--- src/rtl/run_ctrl_pkg.sv ---
// Shared types and constants for the run controller: FSM states,
// the per-program start address table and datapath widths.
package run_ctrl_pkg;

  localparam int CNT_W  = 16;
  localparam int ADDR_W = 8;
  localparam int DATA_W = 8;
  localparam int PC_W   = 12;
  localparam int SEL_W  = 2;

  typedef enum logic [1:0] {
    ST_IDLE  = 2'd0,
    ST_START = 2'd1,
    ST_RUN   = 2'd2,
    ST_DONE  = 2'd3
  } state_e;

  // Core entry address for each selectable program.
  localparam logic [PC_W-1:0] START_PC [4] = '{12'h010, 12'h200, 12'h400, 12'h800};

  function automatic logic [PC_W-1:0] start_pc_of(input logic [SEL_W-1:0] sel);
    return START_PC[sel];
  endfunction

endpackage

--- src/rtl/run_ctrl_cycle_ctr.sv ---
// Run-cycle counter: synchronous clear, count enable, saturation at
// all-ones and an equality flag against the supplied limit.
module run_ctrl_cycle_ctr
  import run_ctrl_pkg::*;
(
  input  logic             clk,
  input  logic             rst,
  input  logic             clr,
  input  logic             en,
  input  logic [CNT_W-1:0] limit,
  output logic [CNT_W-1:0] count,
  output logic             at_limit
);

  logic [CNT_W-1:0] count_d;
  logic [CNT_W-1:0] count_q;

  // Next count: clear wins, otherwise increment until saturated.
  always_comb begin
    count_d = count_q;
    if (clr) begin
      count_d = {CNT_W{1'b0}};
    end else if (en && (count_q != {CNT_W{1'b1}})) begin
      count_d = count_q + 16'd1;
    end else begin
      count_d = count_q;
    end
  end

  // Counter register, cleared immediately by reset.
  always_ff @(posedge clk or posedge rst) begin
    if (rst) begin
      count_q <= {CNT_W{1'b0}};
    end else begin
      count_q <= count_d;
    end
  end

  assign count    = count_q;
  assign at_limit = (count_q == limit);

endmodule

--- src/rtl/run_ctrl.sv ---
// Bench-side run controller: starts a core program on request, bounds the
// run length, reports completion/timeout and arbitrates the data memory
// between the host (when idle/done) and the core (while starting/running).
module run_ctrl
  import run_ctrl_pkg::*;
#(
  parameter logic [15:0] MAX_CYCLES = 16'd60000
) (
  input  logic        clk,
  input  logic        init,
  input  logic        req,
  input  logic [1:0]  prog_sel,
  output logic        ack,
  output logic        timeout,
  output logic        core_start,
  output logic        core_run,
  output logic [11:0] start_pc,
  input  logic        core_halt,
  output logic [15:0] cycle_count,
  input  logic        host_wen,
  input  logic [7:0]  host_addr,
  input  logic [7:0]  host_wdata,
  input  logic        core_wen,
  input  logic [7:0]  core_addr,
  input  logic [7:0]  core_wdata,
  output logic        mem_wen,
  output logic [7:0]  mem_addr,
  output logic [7:0]  mem_wdata,
  output logic        host_grant
);

  // Last count value allowed before the run is forced to end.
  localparam logic [CNT_W-1:0] LIMIT = MAX_CYCLES - 16'd1;

  state_e           state_d, state_q;
  logic [SEL_W-1:0] sel_d, sel_q;
  logic             timeout_d, timeout_q;
  logic             ctr_clr, ctr_en, ctr_at_limit;

  run_ctrl_cycle_ctr u_cycle_ctr (
    .clk      (clk),
    .rst      (init),
    .clr      (ctr_clr),
    .en       (ctr_en),
    .limit    (LIMIT),
    .count    (cycle_count),
    .at_limit (ctr_at_limit)
  );

  // Next-state logic; a halt always beats the limit in the same cycle.
  always_comb begin
    state_d   = state_q;
    sel_d     = sel_q;
    timeout_d = timeout_q;
    ctr_clr   = 1'b0;
    ctr_en    = 1'b0;
    case (state_q)
      ST_IDLE: begin
        if (req) begin
          state_d = ST_START;
          sel_d   = prog_sel;
        end else begin
          state_d = ST_IDLE;
        end
      end
      ST_START: begin
        ctr_clr   = 1'b1;
        timeout_d = 1'b0;
        state_d   = ST_RUN;
      end
      ST_RUN: begin
        if (core_halt) begin
          ctr_en    = 1'b1;
          timeout_d = 1'b0;
          state_d   = ST_DONE;
        end else if (ctr_at_limit) begin
          timeout_d = 1'b1;
          state_d   = ST_DONE;
        end else begin
          ctr_en = 1'b1;
        end
      end
      ST_DONE: begin
        if (!req) begin
          state_d = ST_IDLE;
        end else begin
          state_d = ST_DONE;
        end
      end
      default: begin
        state_d = ST_IDLE;
      end
    endcase
  end

  // Control registers; init aborts any run immediately.
  always_ff @(posedge clk or posedge init) begin
    if (init) begin
      state_q   <= ST_IDLE;
      sel_q     <= 2'd0;
      timeout_q <= 1'b0;
    end else begin
      state_q   <= state_d;
      sel_q     <= sel_d;
      timeout_q <= timeout_d;
    end
  end

  assign ack        = (state_q == ST_DONE);
  assign core_start = (state_q == ST_START);
  assign core_run   = (state_q == ST_RUN);
  assign timeout    = timeout_q;
  assign start_pc   = start_pc_of(sel_q);
  assign host_grant = (state_q == ST_IDLE) || (state_q == ST_DONE);

  // Memory port mux: only the current owner reaches memory; writes blocked during init.
  always_comb begin
    if (host_grant) begin
      mem_wen   = host_wen & ~init;
      mem_addr  = host_addr;
      mem_wdata = host_wdata;
    end else begin
      mem_wen   = core_wen & ~init;
      mem_addr  = core_addr;
      mem_wdata = core_wdata;
    end
  end

endmodule

--- config.mk ---
export PLATFORM = sky130hd
export DESIGN_NAME = run_ctrl
export DESIGN_NICKNAME = d
export VERILOG_FILES = /design/src/rtl/run_ctrl_pkg.sv /design/src/rtl/run_ctrl_cycle_ctr.sv /design/src/rtl/run_ctrl.sv
export SDC_FILE = /design/constraint.sdc
export NUM_CORES = 1
export LEC_CHECK = 0
export CORE_MARGIN = 1
export CORE_UTILIZATION = 41
export CTS_CLUSTER_DIAMETER = 120
export DETAILED_ROUTE_END_ITERATION = 8
export PLACE_DENSITY_LB_ADDON = 0.1
export SYNTH_ARGS = -nofsm -noshare
export SYNTH_HDL_FRONTEND = slang
export SYNTH_SLANG_ARGS = --single-unit
--- constraint.sdc ---
create_clock -name clk -period 4.7 [get_ports clk]
set_input_delay 0.705 -clock clk [delete_from_list [all_inputs] [get_ports clk]]
set_output_delay 0.705 -clock clk [all_outputs]
set_load 0.01 [all_outputs]
======== Yosys cells after proc, flatten, opt, wreduce, memory -nomap -nowiden ========
Cells that the tools add are included.
W data, S select, Z words.
word-level totals
  register bits ........................... 21
  bits in latches ......................... 0
  memory bits (writable) .................. 0
  ROM bits ................................ 0
  logic and storage cells ................. 43
  memories kept ........................... 0
cells by class
  add/subtract/negate cells ............... 1
  multiply operators ...................... 0
  divide/modulo/power cells ............... 0
  order comparisons ....................... 1
  equal/unequal tests ..................... 6
  shifts and indexed selects .............. 0
  mux-type cells .......................... 20
  bitwise gates (word level) .............. 4
  reductions and logical operators ........ 7
operators by type and width
  cell                     count
  $mux W16                 2
  $bmux W12 S2             1
  $mux W12                 2
  $add A16 B1 Y16 const B  1
  $eq A16 B16 Y1 const B   1
  $mux W8                  2
  $ne A16 B16 Y1 const B   1
  $mux W1                  8
  $pmux W2 S4              1
  $mux W2                  3
  $eq A2 B2 Y1 const B     2
  $reduce_and A2 Y1        2
  $reduce_bool A2 Y1       2
  $ge A3 B3 Y1 const B     1
  $ne A3 B1 Y1 const B     1
  $not A2 Y3               1
  $and A1 B1 Y1            2
  $eq A2 B1 Y1 const B     1
  $logic_not A2 Y1         1
  $pmux W1 S2              1
  $logic_and A1 B1 Y1      1
  $logic_or A1 B1 Y1       1
  $not A1 Y1               1

======== Longest topological paths before layout ========
  word-level depth ........................ 7
  mapped depth ............................ 7

======== By module ========
Synthesis repeated with hierarchy kept, for this count alone.
second synthesis, totals
  cell total of the unflattened synthesis .. 183
  area, all modules ....................... 1709.1 sq um
modules (own cells, without submodules)
  module              times used  cells an instance  area each (sq um)  seq. area each (sq um)
  run_ctrl_cycle_ctr  1           119                1101.1             400.4
  run_ctrl            1           64                 608.1              125.1

======== Worst setup path after synthesis ========
No wires, ideal clock.
  kind .................................... reg-to-output
  from .................................... register state_q[0]
  to ...................................... output port mem_addr[0]
  arrival ................................. 1.478 ns
  required time ........................... 3.995 ns
  slack ................................... 2.517 ns
  cell stages (with the launch flop) ...... 5
  buffers on the path ..................... 1
  path through ............................ dfrtp_1 inv_1 ha_1 clkbuf_1 mux2_2
on the way
  word-level cells in the longest chain between the ends .. 3
ends and longest elaborated chain
  what                                                     line             text
  start, declared                                          run_ctrl.sv:35   state_e state_d, state_q;
  start signal, assigned                                   run_ctrl.sv:103  state_q <= state_d;
  $eq A2 B2 Y1 / $logic_not A2 Y1 (equally long branches)  run_ctrl.sv:114  assign host_grant = (state_q == ST_IDLE) || (state_q == ST_DONE);
  $logic_or A1 B1 Y1 (*)                                   run_ctrl.sv:114
  $mux W8 (*)                                              run_ctrl.sv:118  if (host_grant) begin
  end, declared                                            run_ctrl.sv:27   output logic [7:0] mem_addr,
Every way passes the cells marked *; elsewhere a longest branch is shown, timed or not.

======== Final worst setup path ========
  from .................................... register state_q[0]
  to ...................................... output port mem_wdata[7]
on the way
  word-level cells in the longest chain between the ends .. 3
ends and longest elaborated chain
  what                                                     line             text
  $eq A2 B2 Y1 / $logic_not A2 Y1 (equally long branches)  run_ctrl.sv:114
  $logic_or A1 B1 Y1 (*)                                   run_ctrl.sv:114
  $mux W8 (*)                                              run_ctrl.sv:118
  end, declared                                            run_ctrl.sv:28   output logic [7:0] mem_wdata,
Marks and branches as above.

==> impl_metrics.ini <==
[cts]
cts.hold.buffers_added = 0
cts.clk_slew.worst_paths_ns = 0.08
clock_tree.buffer_depth = 2
cts_tree = yes
cts_root_buf = clkbuf_8
cts_num_sinks = 21
clk_latency_ns = 0.26
post_cts.repair.setup_buffers = 0
cts_resized = 0
htreeDepth = 1
cts-buffers-inserted = 3

[final_layout]
post_route_cells_drive_above_1_share = 0.108
final.fill_count = 289
multiInputGateArea_um2 = 930
area_growth_syn_to_layout_pct = 56.5
sequential_cell_area_um2 = 526
antenna_cells_inserted = 0
layout.nets = 288
layout.core_utilization = 0.693

[global_route]
wire_length_of_the_first_global_routing_pass_um = 6700
grt_start_max_net_pins = 23
total_congestion_overflow_after_global_routing = 0
via_count_of_the_first_global_routing_pass = 1537
gr_layer_usage_met2 = 0.387
grt_use_met3 = 0.0634
grt_usage = 0.213
grt.busiest_layer = met2
antenna_found_initial = 0
gr-usage-met1 = 0.228

[routing]
wire_per_inst_um = 14.2
detailed_route_drc_error_count = 0
drt_iter0_drc = 48
detailedRoute.firstPassIterationCount = 4
postRouteAntennaNets = 0
vias = 1490
postRouteWirelength_um = 4080
avgViaCountPerCell = 5.19

[die]
floorplan.die.height_um = 63.2
fp.dieArea_mm2 = 0.00399
initial_utilization = 0.443
io_pins = 90
core-area_mm2 = 0.00347
fp-row-count = 21
die_width_um = 63.2

[synthesis]
syn_inst = 160
ys_top_cells_by_area = dfrtp_1 34%, mux2_2 13%, ha_1 4.9%
synth.yosys.seq_area_share = 0.342
ys_seq_elements = 21
mappedNetlistArea_mm2 = 0.00154
postSynth.asyncResetShare = 1.00
dominantRegCellSynth = dfrtp_1
number_of_enable_type_register_cells_in_the_synthesized_netlist = 0
yosys_warnings = 0
synth.cells.most_frequent = 21 x dfrtp_1, 20 x nor2_1, 18 x mux2_2
syn_avg_cell_area_um2 = 9.60
synth.top_cell.area_share = 0.342
synth_cell_type_count = 42
cell_with_the_most_instances_after_synthesis = dfrtp_1
synth_largest_area_cell = dfrtp_1

[flow_run]
maxCapViolCount = 0

[timing]
final_period_minus_worst_setup_slack_ns = 3.15
fin_crit_sh = 0.671
tightestPinTransition_ns = 0.780
setup_viol = 0
fmax_mhz = 317
slew_violations = 0
finalClockSkew_ns = 0.00371
timing_hold_violations_final = 0
slew_headroom = 0.480
final.setup.tns_ns = 0
rsz_0062_raised_after_global_routing = false

[power_and_ir_drop]
p_per_area_mw_per_mm2 = 415
p_comb_frac = 0.649
vdd_ir_drop_max_v = 0.000233
power_report.internal_total_w = 0.000635
power.clock.fraction = 0.120
net_sw_frac = 0.363
sequentialPowerShare = 0.232
power.static_leakage_nw = 0.998
switching_power_w = 0.000362

[run_status]
run_status = completed

[worst_setup_path]
critical_path.endpoint_type = output port
critPathTopFamily = adder cells
path_max_fanout = 20
path_buf_inv = 2
crit_slowest_cell = ha_1
worst_path_largest_cell_delay_ns = 0.76
timing.critical_path.cells = inv_1 > ha_1 > mux2_2 > clkdlybuf4s50_1
worst_endpoint_required_time_ns = 3.99
timing.critical_path.from_type = register
setup.worst_path.class = register to output port
data_arrival_time_of_the_critical_path_ns = 2.45

[placement]
final_estimated_routing_congestion_in_global_placement = 0.773
hpwlAfterDp_um = 3250
io_buffer_count = 81

[worst_hold_path]
hold_path_class = register to register
-- cell usage in the layout, fill, tap and decap left out, types with 2 or more instances in the layout --
cell | netlist | final
a21oi_1 | 6 | 6
a311oi_1 | 2 | 2
a41o_1 | 2 | 2
a41oi_1 | 2 | 2
and2_1 | 2 | 2
and3_1 | 4 | 4
clkbuf_8 | 0 | 3
clkdlybuf4s50_1 | 0 | 81
conb_1 | 1 | 8
dfrtp_1 | 21 | 21
ha_1 | 6 | 6
inv_1 | 7 | 7
mux2_1 | 3 | 3
mux2_2 | 18 | 18
mux2i_1 | 2 | 2
nand2_1 | 6 | 6
nand3_1 | 5 | 5
nand4_1 | 5 | 5
nor2_1 | 20 | 20
nor2b_1 | 3 | 3
nor3_1 | 5 | 5
o21ai_0 | 2 | 2
xnor2_1 | 8 | 8
-- routing by layer --
| metal | vias up | part of all wire |
|---|---|---|
| met5 | - | 0 |
| met4 | 0 | 0.023 |
| met3 | 9 | 0.077 |
| met2 | 73 | 0.52 |
| met1 | 699 | 0.38 |
| li1 | 709 | - |
-- worst paths after layout --
kind / depth (start not counted) / slack, ns / from / end
max: 4 / 1.55 / state_q[0]$_DFFE_PP0P_ / mem_wdata[7]
min: 2 / 0.56 / timeout$_DFFE_PP0P_ / timeout$_DFFE_PP0P_
max reg2reg: 7 / 2.58 / state_q[0]$_DFFE_PP0P_ / u_cycle_ctr.count[4]$_DFFE_PP0P_
min reg2reg: 2 / 0.56 / timeout$_DFFE_PP0P_ / timeout$_DFFE_PP0P_
max in group asynchronous: 2 / 3.28 / init / u_cycle_ctr.count[11]$_DFFE_PP0P_
min in group asynchronous: 2 / 0.93 / init / u_cycle_ctr.count[1]$_DFFE_PP0P_
-- flip-flops by register name, summed over array words and instances (netlist names) --
name	cells
sel_q	2
u_cycle_ctr.count	16
timeout	1
state_q	2
-- through the flow --
stage,setup slack (ns),total power [W],cells,instance area [µm²],hold slack (ns)
floorplan,2.52,0.000589,167,1560,0.532
global placement,1.89,0.000867,283,2360,0.534
detailed placement,1.83,0.000883,283,2360,0.549
CTS,1.53,0.00101,287,2400,0.560
global route,1.41,0.00106,287,2400,0.600
finish,1.55,0.000997,287,2400,0.555
-- cell families (layout without fill, tap and decap cells) --
| family | count (synthesis) | in the layout | synth area share |
|---|---|---|---|
| compound gates | 18 | 18 | 0.0888 |
| xor+xnor | 9 | 9 | 0.0513 |
| fa+ha+maj | 6 | 6 | 0.0489 |
| buf+inv | 19 | 93 | 0.0693 |
| flops | 21 | 21 | 0.342 |
| mux | 23 | 23 | 0.167 |
| other cells | 1 | 8 | 0.00244 |
| simple gates | 63 | 63 | 0.230 |
-- power groups by stage --
stage / Combinational (W) / Sequential (W) / Clock (W)
global route: 0.000701 / 0.000235 / 0.000129
floorplan: 0.000358 / 0.000231 / 0
finish: 0.000647 / 0.000231 / 0.000120
global placement: 0.000635 / 0.000231 / 0
detailed placement: 0.000648 / 0.000235 / 0
CTS: 0.000654 / 0.000232 / 0.000122
-- worst min-delay path: cells and delay by family, from the launching register on --
| family | cells | cell delay [ns] |
|---|---|---|
| flip-flops | 1 | 0.36 |
| AO/OA/AOI/OAI | 2 | 0.15 |
-- area by class of cell --
type                       instances  area share
multi-input combinational        127       0.387
clock buffer                       4      0.0188
inverter                           7      0.0109
sequential                        21       0.219
timing repair buffer              82       0.341
tap                               46      0.0240
Note: power is estimated with default switching activity, not from simulation.
